[src/rtl/pc_fetch_stage.sv]
// pc_fetch_stage: PC register and IF/ID pipeline register with redirect, back-pressure and misaligned-PC fault.
module pc_fetch_stage #(
    parameter logic [31:0] RESET_PC = 32'h0000_0000
) (
    input  logic        clk,
    input  logic        reset,
    input  logic [31:0] next_pc,
    input  logic        jump,
    input  logic        stall,
    input  logic [31:0] imem_rdata,
    input  logic        ifid_ready,
    output logic [31:0] imem_addr,
    output logic [31:0] pc_plus_4,
    output logic [31:0] ifid_pc,
    output logic [31:0] ifid_instr,
    output logic        ifid_valid,
    output logic        fault,
    output logic [31:0] fetch_count
);
    typedef enum logic [1:0] {BOOT, RUN, FAULT} state_t;
    state_t      state_q, state_d;
    logic [31:0] pc_q, pc_d, ifid_pc_q, ifid_pc_d, ifid_instr_q, ifid_instr_d;
    logic [31:0] fetch_count_q, fetch_count_d;
    logic        ifid_valid_q, ifid_valid_d;
    logic        run, adv, load, bad, capture;
    always_comb begin
        run           = state_q == RUN;
        adv           = run && !stall && (!ifid_valid_q || ifid_ready);
        load          = run && (jump || adv);
        bad           = next_pc[1:0] != 2'b00;
        capture       = adv && !jump && !bad;
        state_d       = state_q == BOOT ? RUN : (load && bad) ? FAULT : state_q;
        pc_d          = (load && !bad) ? next_pc : pc_q;
        ifid_valid_d  = load ? capture : ifid_valid_q;
        ifid_pc_d     = capture ? pc_q : ifid_pc_q;
        ifid_instr_d  = capture ? imem_rdata : ifid_instr_q;
        // an entry squashed by a redirect in the same cycle is not counted
        fetch_count_d = (run && ifid_valid_q && ifid_ready && !jump) ? fetch_count_q + 32'd1 : fetch_count_q;
    end
    always_ff @(posedge clk) begin
        if (reset) begin
            state_q       <= BOOT;
            pc_q          <= RESET_PC;
            ifid_pc_q     <= 32'd0;
            ifid_instr_q  <= 32'd0;
            ifid_valid_q  <= 1'b0;
            fetch_count_q <= 32'd0;
        end else begin
            state_q       <= state_d;
            pc_q          <= pc_d;
            ifid_pc_q     <= ifid_pc_d;
            ifid_instr_q  <= ifid_instr_d;
            ifid_valid_q  <= ifid_valid_d;
            fetch_count_q <= fetch_count_d;
        end
    end
    assign imem_addr   = pc_q;
    assign pc_plus_4   = pc_q + 32'd4;
    assign ifid_pc     = ifid_pc_q;
    assign ifid_instr  = ifid_instr_q;
    assign ifid_valid  = ifid_valid_q;
    assign fault       = state_q == FAULT;
    assign fetch_count = fetch_count_q;
endmodule

[config.mk]
export PLATFORM = sky130hd
export DESIGN_NAME = pc_fetch_stage
export DESIGN_NICKNAME = d
export VERILOG_FILES = /design/src/rtl/pc_fetch_stage.sv
export SDC_FILE = /design/constraint.sdc
export NUM_CORES = 1
export LEC_CHECK = 0
export CORE_MARGIN = 3
export CORE_UTILIZATION = 44
export CTS_BUF_LIST = sky130_fd_sc_hd__clkbuf_16
export DETAILED_ROUTE_END_ITERATION = 16
export HOLD_SLACK_MARGIN = 0.12
export PLACE_DENSITY = 0.79
export SLEW_MARGIN = 20
export SYNTH_ARGS = -nofsm -noshare
export SYNTH_HDL_FRONTEND = slang
export SYNTH_SLANG_ARGS = --single-unit
[constraint.sdc]
create_clock -name clk -period 2.7 [get_ports clk]
set_clock_uncertainty 0.15 [all_clocks]
set_input_delay 0.81 -clock clk [delete_from_list [all_inputs] [get_ports clk]]
set_output_delay 0.81 -clock clk [all_outputs]
set_load 0.01 [all_outputs]
; Word level (Yosys, flattened, before mapping)
; Index checks and enable logic that the tools add are counted.
; W data, S select, Z words.
[word_totals]
ramBits = 0
register_bits = 131
wordCells = 33
romBits = 0
n_memories = 0
out_inout_bits = 162
in_bits = 69
latchBits = 0
[classes]
div_mod_pow = 0
n_shift = 0
add_sub_neg = 2
magnitude_cmp = 0
eq_ne = 2
n_mux = 2
multipliers = 0
n_bitwise = 0
n_reduce_logical = 20
[op_table]
columns = cell, n
row1 = $add A32 B1 Y32 const B, 1
row2 = $add A32 B3 Y32 const B, 1
row3 = $logic_and A1 B1 Y1, 10
row4 = $logic_not A1 Y1, 4
row5 = $reduce_bool A2 Y1, 2
row6 = $eq A2 B1 Y1 const B, 1
row7 = $eq A2 B2 Y1 const B, 1
row8 = $logic_not A2 Y1, 1
row9 = $logic_or A1 B1 Y1, 2
row10 = $mux W1, 2
row11 = $reduce_or A2 Y1, 1

; Logic depth before layout (Yosys ltp)
[depth]
ltp_word = 8
ltp_mapped = 7

; Worst setup path before layout
; Ideal clock, no wire load.
[synth_path]
path_kind = reg-to-output
start = register pc_q[9] (netlist: imem_addr[9])
end = output pc_plus_4[26]
slack_ns = 0.001
t_arrival_ns = 1.739
required_time_ns = 1.740
n_path_buf = 1
path_stages_with_launch = 6
cell_sequence = dfxtp_1 -> clkbuf_1 -> nand4_1 -> nor4_2 -> nand4_1 -> xnor2_1
[synth_between]
elab_chain_cells = 1
[synth_lines]
columns = item, line_no
row1 = "start, declared", 22  ; logic [31:0] pc_q, pc_d, ifid_pc_q, ifid_pc_d, ifid_instr_q, ifid_instr_d;
row2 = "start signal, assigned", 50  ; pc_q <= pc_d;
row3 = $add A32 B3 Y32, 58  ; assign pc_plus_4 = pc_q + 32'd4;
row4 = "end, declared", 13  ; output logic [31:0] pc_plus_4,
; Every way passes these cells.

; Final worst setup path
[layout_path]
start = register pc_q[3] (netlist: imem_addr[3])
end = output pc_plus_4[30]
; The elaborated chain is that of the path after synthesis.

==> flow_summary.yaml <==
run_status:
  status: "finished with violations"
  violations: "negative setup slack"
run:
  cap_violations: 0
setup_path:
  critical_path.top_delay_family: "buffers and inverters"
  crit_end: "pc_plus_4[30]"
  path_max_fanout: 4
  critPathSlowestCell: "dfxtp_2"
  crit_buf_inv: 4
  startpoint_type: "register"
  cpPeakStageDelay_ns: 0.35
  reg2reg_to: "fetch_count[28]"
  path_depth: 9
  cp-startpoint: "imem_addr[3]"
  crit_chain: "ha_4 -> nand4_1 -> nor4_2 -> buf_4 -> buf_6 -> buf_6 -> nand3_2 -> xnor2_2 -> buf_2"
  r2r_cells: 5
  cp.arrival_ns: 2.03
  r2r-start: "fetch_count[1]"
  cp-end-kind: "output pin"
  required_ns: 1.74
  worst-setup-path-type: "register to output pin"
  r2r_slack_ns: 0.36
  cp_common_cell: "buf_6"
clock_network:
  htree_levels: 4
  cts_buffer_depth: 2
  clkTransAtPathRegs_ns: 0.05
  numClockSinks: 131
  clockRootBuffer: "clkbuf_16"
  cts_tree: "yes"
  clkLatencyLatePin_ns: 0.41
  cts_buffers: 17
timing:
  fmax_ghz: 0.334
  hold_viol: 0
  maxSlewViolCount: 0
  period_share_pct: 111
  setup_viol: 18
  fin_ws_ns: -0.291
  fin_crit_ns: 2.99
  grt_setup_unrepaired: "true"
  finalSetupTns_ns: -2.37
  worst_pin_slew_ns: 0.674
  relSlewSlack_pct: 55.1
drt:
  drt_wl_total_mm: 19.7
  post_drt_wl_per_cell_um: 17.9
  drtIter0Drc: 536
  viasPerCell: 5.67
  post-route-drc-count: 0
  vias: 6227
  drt-pass1-iter-count: 5
  ant_nets: 0
global_routing:
  antenna_found_initial: 0
  grtUsageTotal_pct: 25.8
  grt_use_met2_pct: 43.8
  grt_pass1_vias: 5998
  grt-ovfl-total: 0
  grt_pass1_wl_mm: 30.5
  grt_max_degree: 54
  grt-busiest-layer: "met2"
  met3_usage_pct: 5.85
  use_met1_pct: 30.9
final_layout:
  antenna_cells: 0
  final_cell_mix: "200 x clkdlybuf4s50_1, 128 x dfxtp_1, 79 x nor2_1"
  area_delta_synth_final_pct: 58.9
  fillers: 925
  drive_gt1_share_pct: 17.4
  final_common_cell: "clkdlybuf4s50_1"
  nets: 987
hold_path:
  min_from: "ifid_instr[29]"
  min-delay-path-class: "register to register"
  whs_path_depth: 2
yosys:
  synth_area_um2: 5890
  synth_warnings: 0
  syn_area_per_cell_um2: 9.14
  async_flop_share_pct: 0
  yosysSeqAreaShare_pct: 44.5
  syn_inst: 645
  synthFlopType: "dfxtp_1"
  synthesis.nets: 716
  ys_seq_elements: 131
  synth_edf_count: 0
  synth.distinct_cells: 43
placed_design:
  dp_slack_ns: -0.300
  dp_hpwl_mm: 13.7
  routabilityCongestion: 0.860
  portBuffers: 230
floorplanning:
  placementRows: 41
  core_um2: 12900
  dieArea_um2: 14800
  initial_core_util_pct: 45.8
  die_h_um: 122
  die_x_um: 122
  io_pins: 231
pwr:
  leakage_nw: 3.36
  peakVddDrop_mv: 0.336
  p_per_area_nw_per_um2: 469
==> metal layers <==
layer	up-vias	wire, um
li1	2912	-
met1	2935	7870
met2	325	9710
met3	55	1400
met4	0	690
met5	-	0
==> through the flow <==
stage	hold WS [ns]	instances	cell area [um2]	utilization [%]	total power [mW]
2_1_floorplan	0.346	645	5890	-	2.18
3_3_place_gp	0.319	1059	8780	68.2	2.42
3_5_place_dp	0.328	1059	8780	68.2	2.43
4_1_cts	0.343	1096	9300	72.2	4.42
5_1_grt	0.373	1099	9370	72.7	4.54
6_report	0.339	1099	9370	72.7	4.39
==> worst min-delay path by stage <==
| stage | endpoint | slack, ns |
|---|---|---|
| 2_1_floorplan | fetch_count[31] | 0.35 |
| 4_1_cts | ifid_pc[31] | 0.34 |
| 3_5_place_dp | ifid_pc[31] | 0.33 |
| 5_1_grt | ifid_instr[30] | 0.37 |
| 6_report | ifid_instr[29] | 0.34 |
| 3_3_place_gp | fetch_count[31] | 0.32 |
==> flip-flops by register name, summed over array words and instances (netlist names) <==
signal       cells
ifid_valid       1
ifid_pc         32
fetch_count     32
state_q          2
imem_addr       32
ifid_instr      32
==> synthesized netlist by cell type, drive strengths merged, types with 6 or more instances <==
library cell  instances  area share (%)
and3                  6            0.64
nand4                54             6.1
clkbuf               45             2.9
mux2i                65              11
a21oi                53             4.5
o31ai                49             6.2
buf                  10             1.3
xnor2                28             4.2
nor2                 82             5.2
xor2                  8             1.2
nand2                14            0.89
and2                  6            0.64
nand3                22             1.9
or4                  20             2.7
inv                   8            0.51
dfxtp               131              45
and4                  7             1.0
==> timing repair <==
item | 4_1_cts | 5_1_grt
endpoints found under the setup margin | 27 | 28
buffers inserted | 6 | 3
resized for setup | 122 | 11
pin swaps | 15 | 17
hold buffers | 0 | 0
cloned | 1 | 0
==> worst reg2reg max path: stages (launching register included) <==
cell	delay, ns
dfxtp_1	0.44
ha_1	0.28
nand4b_1	0.16
or4b_4	0.59
or4_1	0.48
a21oi_1	0.17
==> cell families after synthesis <==
kind of cell / count (synthesis) / synth area share (%)
xor gates and xnor gates: 36 / 5.35
adders and majority gates: 2 / 0.425
AOI/OAI and AO/OA: 110 / 11.6
muxes: 66 / 11.2
buffers and inverters: 63 / 4.67
and+or+nand+nor: 237 / 22.2
DFF: 131 / 44.5
==> where the power goes <==
group          total [mW]  switching (mW)  internal (mW)
Clock                2.00           0.783           1.22
Sequential           1.97          0.0176           1.96
Combinational       0.417           0.208          0.209
==> final cells by class <==
type | count | area, um2 | area share, %
multi-input cells | 451 | 3110 | 33.2
repair buffers | 307 | 2880 | 30.8
flip-flops and latches | 131 | 2630 | 28.0
clock buffers | 17 | 425 | 4.54
well taps | 172 | 215 | 2.30
clock inverters | 13 | 81.3 | 0.868
inverters | 8 | 30.0 | 0.321
(Power assumes the default switching activity.)
